==> src/rtl/load_store_unit.sv <==
// Load/store unit: multi-cycle initiator between execute and a word-addressed data_mem.
// Ports: core req/op/addr/wdata in, ready/done/err/rdata out; mem_* drive data_mem, mem_read_data back.
module load_store_unit #(
    parameter int ADDR_WIDTH = 32,
    parameter int DATA_WIDTH = 32
) (
    input  logic                  clk,
    input  logic                  rst,
    input  logic                  req,
    input  logic [3:0]            op,
    input  logic [ADDR_WIDTH-1:0] addr,
    input  logic [DATA_WIDTH-1:0] wdata,
    output logic                  ready,
    output logic                  done,
    output logic                  err,
    output logic [DATA_WIDTH-1:0] rdata,
    output logic                  mem_read_en,
    output logic                  mem_write_en,
    output logic [ADDR_WIDTH-1:0] mem_addr,
    output logic [DATA_WIDTH-1:0] mem_write_data,
    input  logic [DATA_WIDTH-1:0] mem_read_data
);

    typedef enum logic [2:0] {
        S_IDLE,
        S_READ,
        S_WRITE,
        S_DONE,
        S_ERR
    } state_e;

    state_e                state_q;
    state_e                acc_state_d;
    logic [3:0]            op_q;
    logic [ADDR_WIDTH-1:0] addr_q;
    logic [DATA_WIDTH-1:0] wdata_q;
    logic [DATA_WIDTH-1:0] word_q;
    logic [DATA_WIDTH-1:0] rdata_q;

    logic                  op_ok;
    logic                  align_ok;
    logic [7:0]            byte_lane;
    logic [15:0]           half_lane;
    logic [DATA_WIDTH-1:0] load_d;
    logic [DATA_WIDTH-1:0] merge_d;
    logic                  rd_act;
    logic                  wr_act;

    // Legality of the incoming request, judged on the raw inputs at accept.
    always_comb begin
        op_ok    = 1'b0;
        align_ok = 1'b0;
        case (op[2:0])
            3'b000: begin
                op_ok    = 1'b1;
                align_ok = 1'b1;
            end
            3'b100: begin
                op_ok    = !op[3];
                align_ok = 1'b1;
            end
            3'b001: begin
                op_ok    = 1'b1;
                align_ok = !addr[0];
            end
            3'b101: begin
                op_ok    = !op[3];
                align_ok = !addr[0];
            end
            3'b011: begin
                op_ok    = 1'b1;
                align_ok = (addr[1:0] == 2'b00);
            end
            default: begin
                op_ok    = 1'b0;
                align_ok = 1'b0;
            end
        endcase
    end

    // Only word stores skip the read; sub-word stores need the old word.
    always_comb begin
        if (!(op_ok && align_ok)) begin
            acc_state_d = S_ERR;
        end else if (op[3] && (op[1:0] == 2'b11)) begin
            acc_state_d = S_WRITE;
        end else begin
            acc_state_d = S_READ;
        end
    end

    // Big-endian lanes: offset 0 is the most significant byte.
    always_comb begin
        case (addr_q[1:0])
            2'd0:    byte_lane = mem_read_data[31:24];
            2'd1:    byte_lane = mem_read_data[23:16];
            2'd2:    byte_lane = mem_read_data[15:8];
            default: byte_lane = mem_read_data[7:0];
        endcase
        half_lane = addr_q[1] ? mem_read_data[15:0] : mem_read_data[31:16];
    end

    // op_q[2] selects zero extension.
    always_comb begin
        case (op_q[1:0])
            2'b00:   load_d = {{24{byte_lane[7] & ~op_q[2]}}, byte_lane};
            2'b01:   load_d = {{16{half_lane[15] & ~op_q[2]}}, half_lane};
            default: load_d = mem_read_data;
        endcase
    end

    always_comb begin
        merge_d = word_q;
        if (op_q[1:0] == 2'b11) begin
            merge_d = wdata_q;
        end else if (op_q[0]) begin
            if (addr_q[1]) begin
                merge_d[15:0] = wdata_q[15:0];
            end else begin
                merge_d[31:16] = wdata_q[15:0];
            end
        end else begin
            case (addr_q[1:0])
                2'd0:    merge_d[31:24] = wdata_q[7:0];
                2'd1:    merge_d[23:16] = wdata_q[7:0];
                2'd2:    merge_d[15:8]  = wdata_q[7:0];
                default: merge_d[7:0]   = wdata_q[7:0];
            endcase
        end
    end

    always_ff @(posedge clk) begin
        if (rst) begin
            state_q <= S_IDLE;
            op_q    <= 4'd0;
            addr_q  <= '0;
            wdata_q <= '0;
            word_q  <= '0;
            rdata_q <= '0;
        end else begin
            unique case (state_q)
                S_READ: begin
                    if (op_q[3]) begin
                        word_q  <= mem_read_data;
                        state_q <= S_WRITE;
                    end else begin
                        rdata_q <= load_d;
                        state_q <= S_DONE;
                    end
                end
                S_WRITE: begin
                    state_q <= S_DONE;
                end
                default: begin
                    // IDLE, DONE and ERR all accept a new request.
                    if (req) begin
                        op_q    <= op;
                        addr_q  <= addr;
                        wdata_q <= wdata;
                        state_q <= acc_state_d;
                    end else begin
                        state_q <= S_IDLE;
                    end
                end
            endcase
        end
    end

    // Gating by rst keeps a reset in WRITE from committing a store.
    assign rd_act = !rst && (state_q == S_READ);
    assign wr_act = !rst && (state_q == S_WRITE);

    assign ready          = rst || (state_q == S_IDLE) ||
                            (state_q == S_DONE) || (state_q == S_ERR);
    assign done           = !rst && ((state_q == S_DONE) || (state_q == S_ERR));
    assign err            = !rst && (state_q == S_ERR);
    assign rdata          = rdata_q;
    assign mem_read_en    = rd_act;
    assign mem_write_en   = wr_act;
    assign mem_addr       = (rd_act || wr_act) ?
                            {addr_q[ADDR_WIDTH-1:2], 2'b00} : '0;
    assign mem_write_data = wr_act ? merge_d : '0;

endmodule

==> config.mk <==
export PLATFORM = sky130hd
export DESIGN_NAME = load_store_unit
export DESIGN_NICKNAME = d
export VERILOG_FILES = /design/src/rtl/load_store_unit.sv
export SDC_FILE = /design/constraint.sdc
export NUM_CORES = 1
export LEC_CHECK = 0
export ABC_CLOCK_PERIOD_IN_PS = 3200
export CAP_MARGIN = 30
export CORE_MARGIN = 8
export CORE_UTILIZATION = 51
export CTS_CLUSTER_SIZE = 20
export DETAILED_ROUTE_END_ITERATION = 8
export GPL_TIMING_DRIVEN = 0
export PLACE_DENSITY = 0.86
export SYNTH_ARGS = -nofsm -noshare
export SYNTH_HDL_FRONTEND = slang
export SYNTH_SLANG_ARGS = --single-unit
==> constraint.sdc <==
create_clock -name clk -period 3.2 [get_ports clk]
set_input_delay 0.8 -clock clk [delete_from_list [all_inputs] [get_ports clk]]
set_output_delay 0.8 -clock clk [all_outputs]
set_load 0.05 [all_outputs]
==> out/qor.yml <==
status: "complete, but fails checks"
violations: "setup timing"
antenna_found_initial: 0
die_w_um: 131
async_reset_ff_frac: 0
synth_enable_flop_cells: 0
path_cells: "buf_2 > clkbuf_1 > o211ai_1 > o21ai_0 > nor2_1 > clkdlybuf4s15_2"
period_minus_slack_ns: 3.24
post_dp_cell_area_um2: 9170
peakVddDrop_mv: 0.426
worstPathRequired_ns: 2.40
netlist_instances: 888
hpwl_um: 18800
initial_core_util: 0.516
power_density_nw_per_um2: 599
synthFlopType: "dfxtp_1"
gp_congestion: 0.919
rsz0062_at_grt: "true"
maxCapViolCount: 0
netlist_top_cells_area: "dfxtp_1 (40%), nand2_1 (15%), a21oi_1 (8.2%)"
max_freq_mhz: 309
grt.total_usage: 0.297
worst_path_max_delay_cell: "dfxtp_1"
grt_overflow: 0
leakagePower_nw: 3.58
cts_buffers: 17
ys_types: 48
final_area_um2: 9660
pre_cts_slack_ns: -0.710
drive_above_1_share: 0.193
io_pins: 204
avgRoutedWirePerCell_um: 19.7
vias: 7484
die_area_um2: 17100
final.fill_count: 1056
slew-limit-headroom: 0.592
crit_arrival_ns: 2.44
finalHoldViolCount: 0
core.rowCount: 42
finalNetCount: 1210
critPathCaptureType: "output port"
grt_pass1_wl_um: 38800
via_per_inst: 5.77
ys_seq_elements: 135
fin_ws_ns: -0.0375
whs_ns: 0.456
drt-total-wl_um: 25500
area_growth_pct: 43.8
setup_viol_count_final: 3
cts_buffer_depth: 2
clkTransAtPathRegs_ns: 0.06
max_stage_delay_ns: 0.48
period_share: 1.01
n_antenna_cell: 0
tritoncts: "built"
final_antenna_net_count: 0
ys_warn_count: 0
drtIter0Drc: 697
port_buffers: 200
cts_sinks: 135
die_h_um: 131
worst_pin_slew_ns: 0.613
worstSkewPairLatency_ns: 0.43
start_kind: "flip-flop"
path_max_fanout: 10
drc: 0
grt_pass1_vias: 7286
timing.setup.tns_ns: -0.0661
avgSynthCellArea_um2: 7.57
drv_slew: 0
core-area_um2: 13000
ys_seq_area_frac: 0.402
synth_area_um2: 6720
skew_ns: 0.00471
hold_class: "reg -> reg"
reg2reg_slack_ns: 1.21
synth_top_cell_by_area: "dfxtp_1"
drt_pass1_iterations: 7
critPathKind: "reg -> out"
cts-root-buf: "clkbuf_16"
cts-htree-levels: 4
yosysTopAreaCellShare: 0.402
grt_max_degree: 17
-- final cells by class --
| cell class | count | area [um2] | area share |
|---|---|---|---|
| sequential | 135 | 2700 | 0.280 |
| multi-input combinational | 668 | 3900 | 0.404 |
| clock inverter | 6 | 86.3 | 0.00893 |
| tap | 176 | 220 | 0.0228 |
| clock buffer | 26 | 529 | 0.0548 |
| timing repair buffer | 200 | 1780 | 0.185 |
| inverter | 6 | 22.5 | 0.00233 |
| buffer | 79 | 417 | 0.0431 |
-- critical path, delay by kind of cell, from the launching register on --
| kind | cells | cell delay (ns) |
|---|---|---|
| compound gates | 2 | 0.35 |
| buf+inv | 3 | 1.10 |
| flops | 1 | 0.48 |
| simple gates | 1 | 0.08 |
-- final timing paths --
kind,start,end,cells after the start
worst min register to register,word_q[0],word_q[0],2
worst min-delay path,word_q[0],word_q[0],2
worst max register to register,state_q[0],rdata[26],4
worst max-delay path,op_q[0],mem_write_data[28],6
-- per-layer routing --
metal,vias to the layer above,share of wire,track usage
met5,-,0,0
met4,0,0.040,0.130
met3,91,0.11,0.0982
met2,443,0.48,0.493
met1,3483,0.38,0.342
li1,3467,-,-
-- flip-flops by register name, indices dropped and copies added (netlist names) --
register  cells
addr_q       32
op_q          4
rdata        32
state_q       3
wdata_q      32
word_q       32
-- cell usage in the layout (no fill, tap or decap), types with 3 or more instances in the layout --
cell type and instances:
nand2b_1 5, buf_2 64, clkbuf_2 11, nor2b_4 29
dfxtp_1 134, clkbuf_4 4, mux2i_1 33, mux2_2 26
a21oi_1 110, clkdlybuf4s50_1 135, o21ai_0 33, nor2_1 44
clkdlybuf4s15_2 7, clkbuf_16 17, a311oi_1 4, a22oi_1 17
a31o_2 6, clkbuf_1 35, a211oi_1 7, inv_1 5
nor2_4 3, a311oi_2 5, buf_6 8, buf_4 10
a221oi_1 8, o211ai_1 17, nand3_1 19, clkbuf_8 8
nand2_1 268
-- power breakdown --
group | switching (W) | internal, W
Clock | 0.000739 | 0.00129
Combinational | 0.00110 | 0.000649
Sequential | 0.000139 | 0.00187
Total | 0.00198 | 0.00381
-- stage by stage --
stage                util  std cells  power [W]
floorplan               -        889    0.00314
finish              0.742       1296    0.00579
detailed placement  0.704       1265    0.00374
global placement    0.704       1265    0.00371
CTS                 0.749       1296    0.00576
global route        0.742       1296    0.00600
-- what timing repair did --
item,4_1_cts,5_1_grt
resized for setup,263,98
buffers inserted,0,0
gates cloned,0,0
endpoints found under the setup margin,66,63
hold buffers,0,0
-- synth_stat cells (all sizes together), types with 2 or more instances --
library cell and count:
buf 34, or3 2, a311oi 9, dfxtp 135
a221oi 8, o21a 2, nand2b 6, nor2b 30
a21oi 110, nand2 268, a22oi 17, mux2i 33
a211oi 7, inv 6, nand3 19, and3 2
clkbuf 46, o211ai 17, mux2 26, nor3 2
o21ai 34, a31o 6, and2 2, o31a 2
nor3b 2, nor2 48
-- kinds of logic (layout without fill, tap and decap cells) --
| kind of cell | count (synthesis) | in the layout | share of synthesized area |
|---|---|---|---|
| and+or+nand+nor | 385 | 385 | 0.242 |
| DFF | 135 | 135 | 0.402 |
| AOI/OAI and AO/OA | 221 | 221 | 0.203 |
| xor gates and xnor gates | 1 | 1 | 0.00130 |
| other | 1 | 2 | 0.000558 |
| buffers and inverters | 86 | 317 | 0.0585 |
| muxes | 59 | 59 | 0.0927 |
No activity file was read; power rests on OpenSTA's default activity.
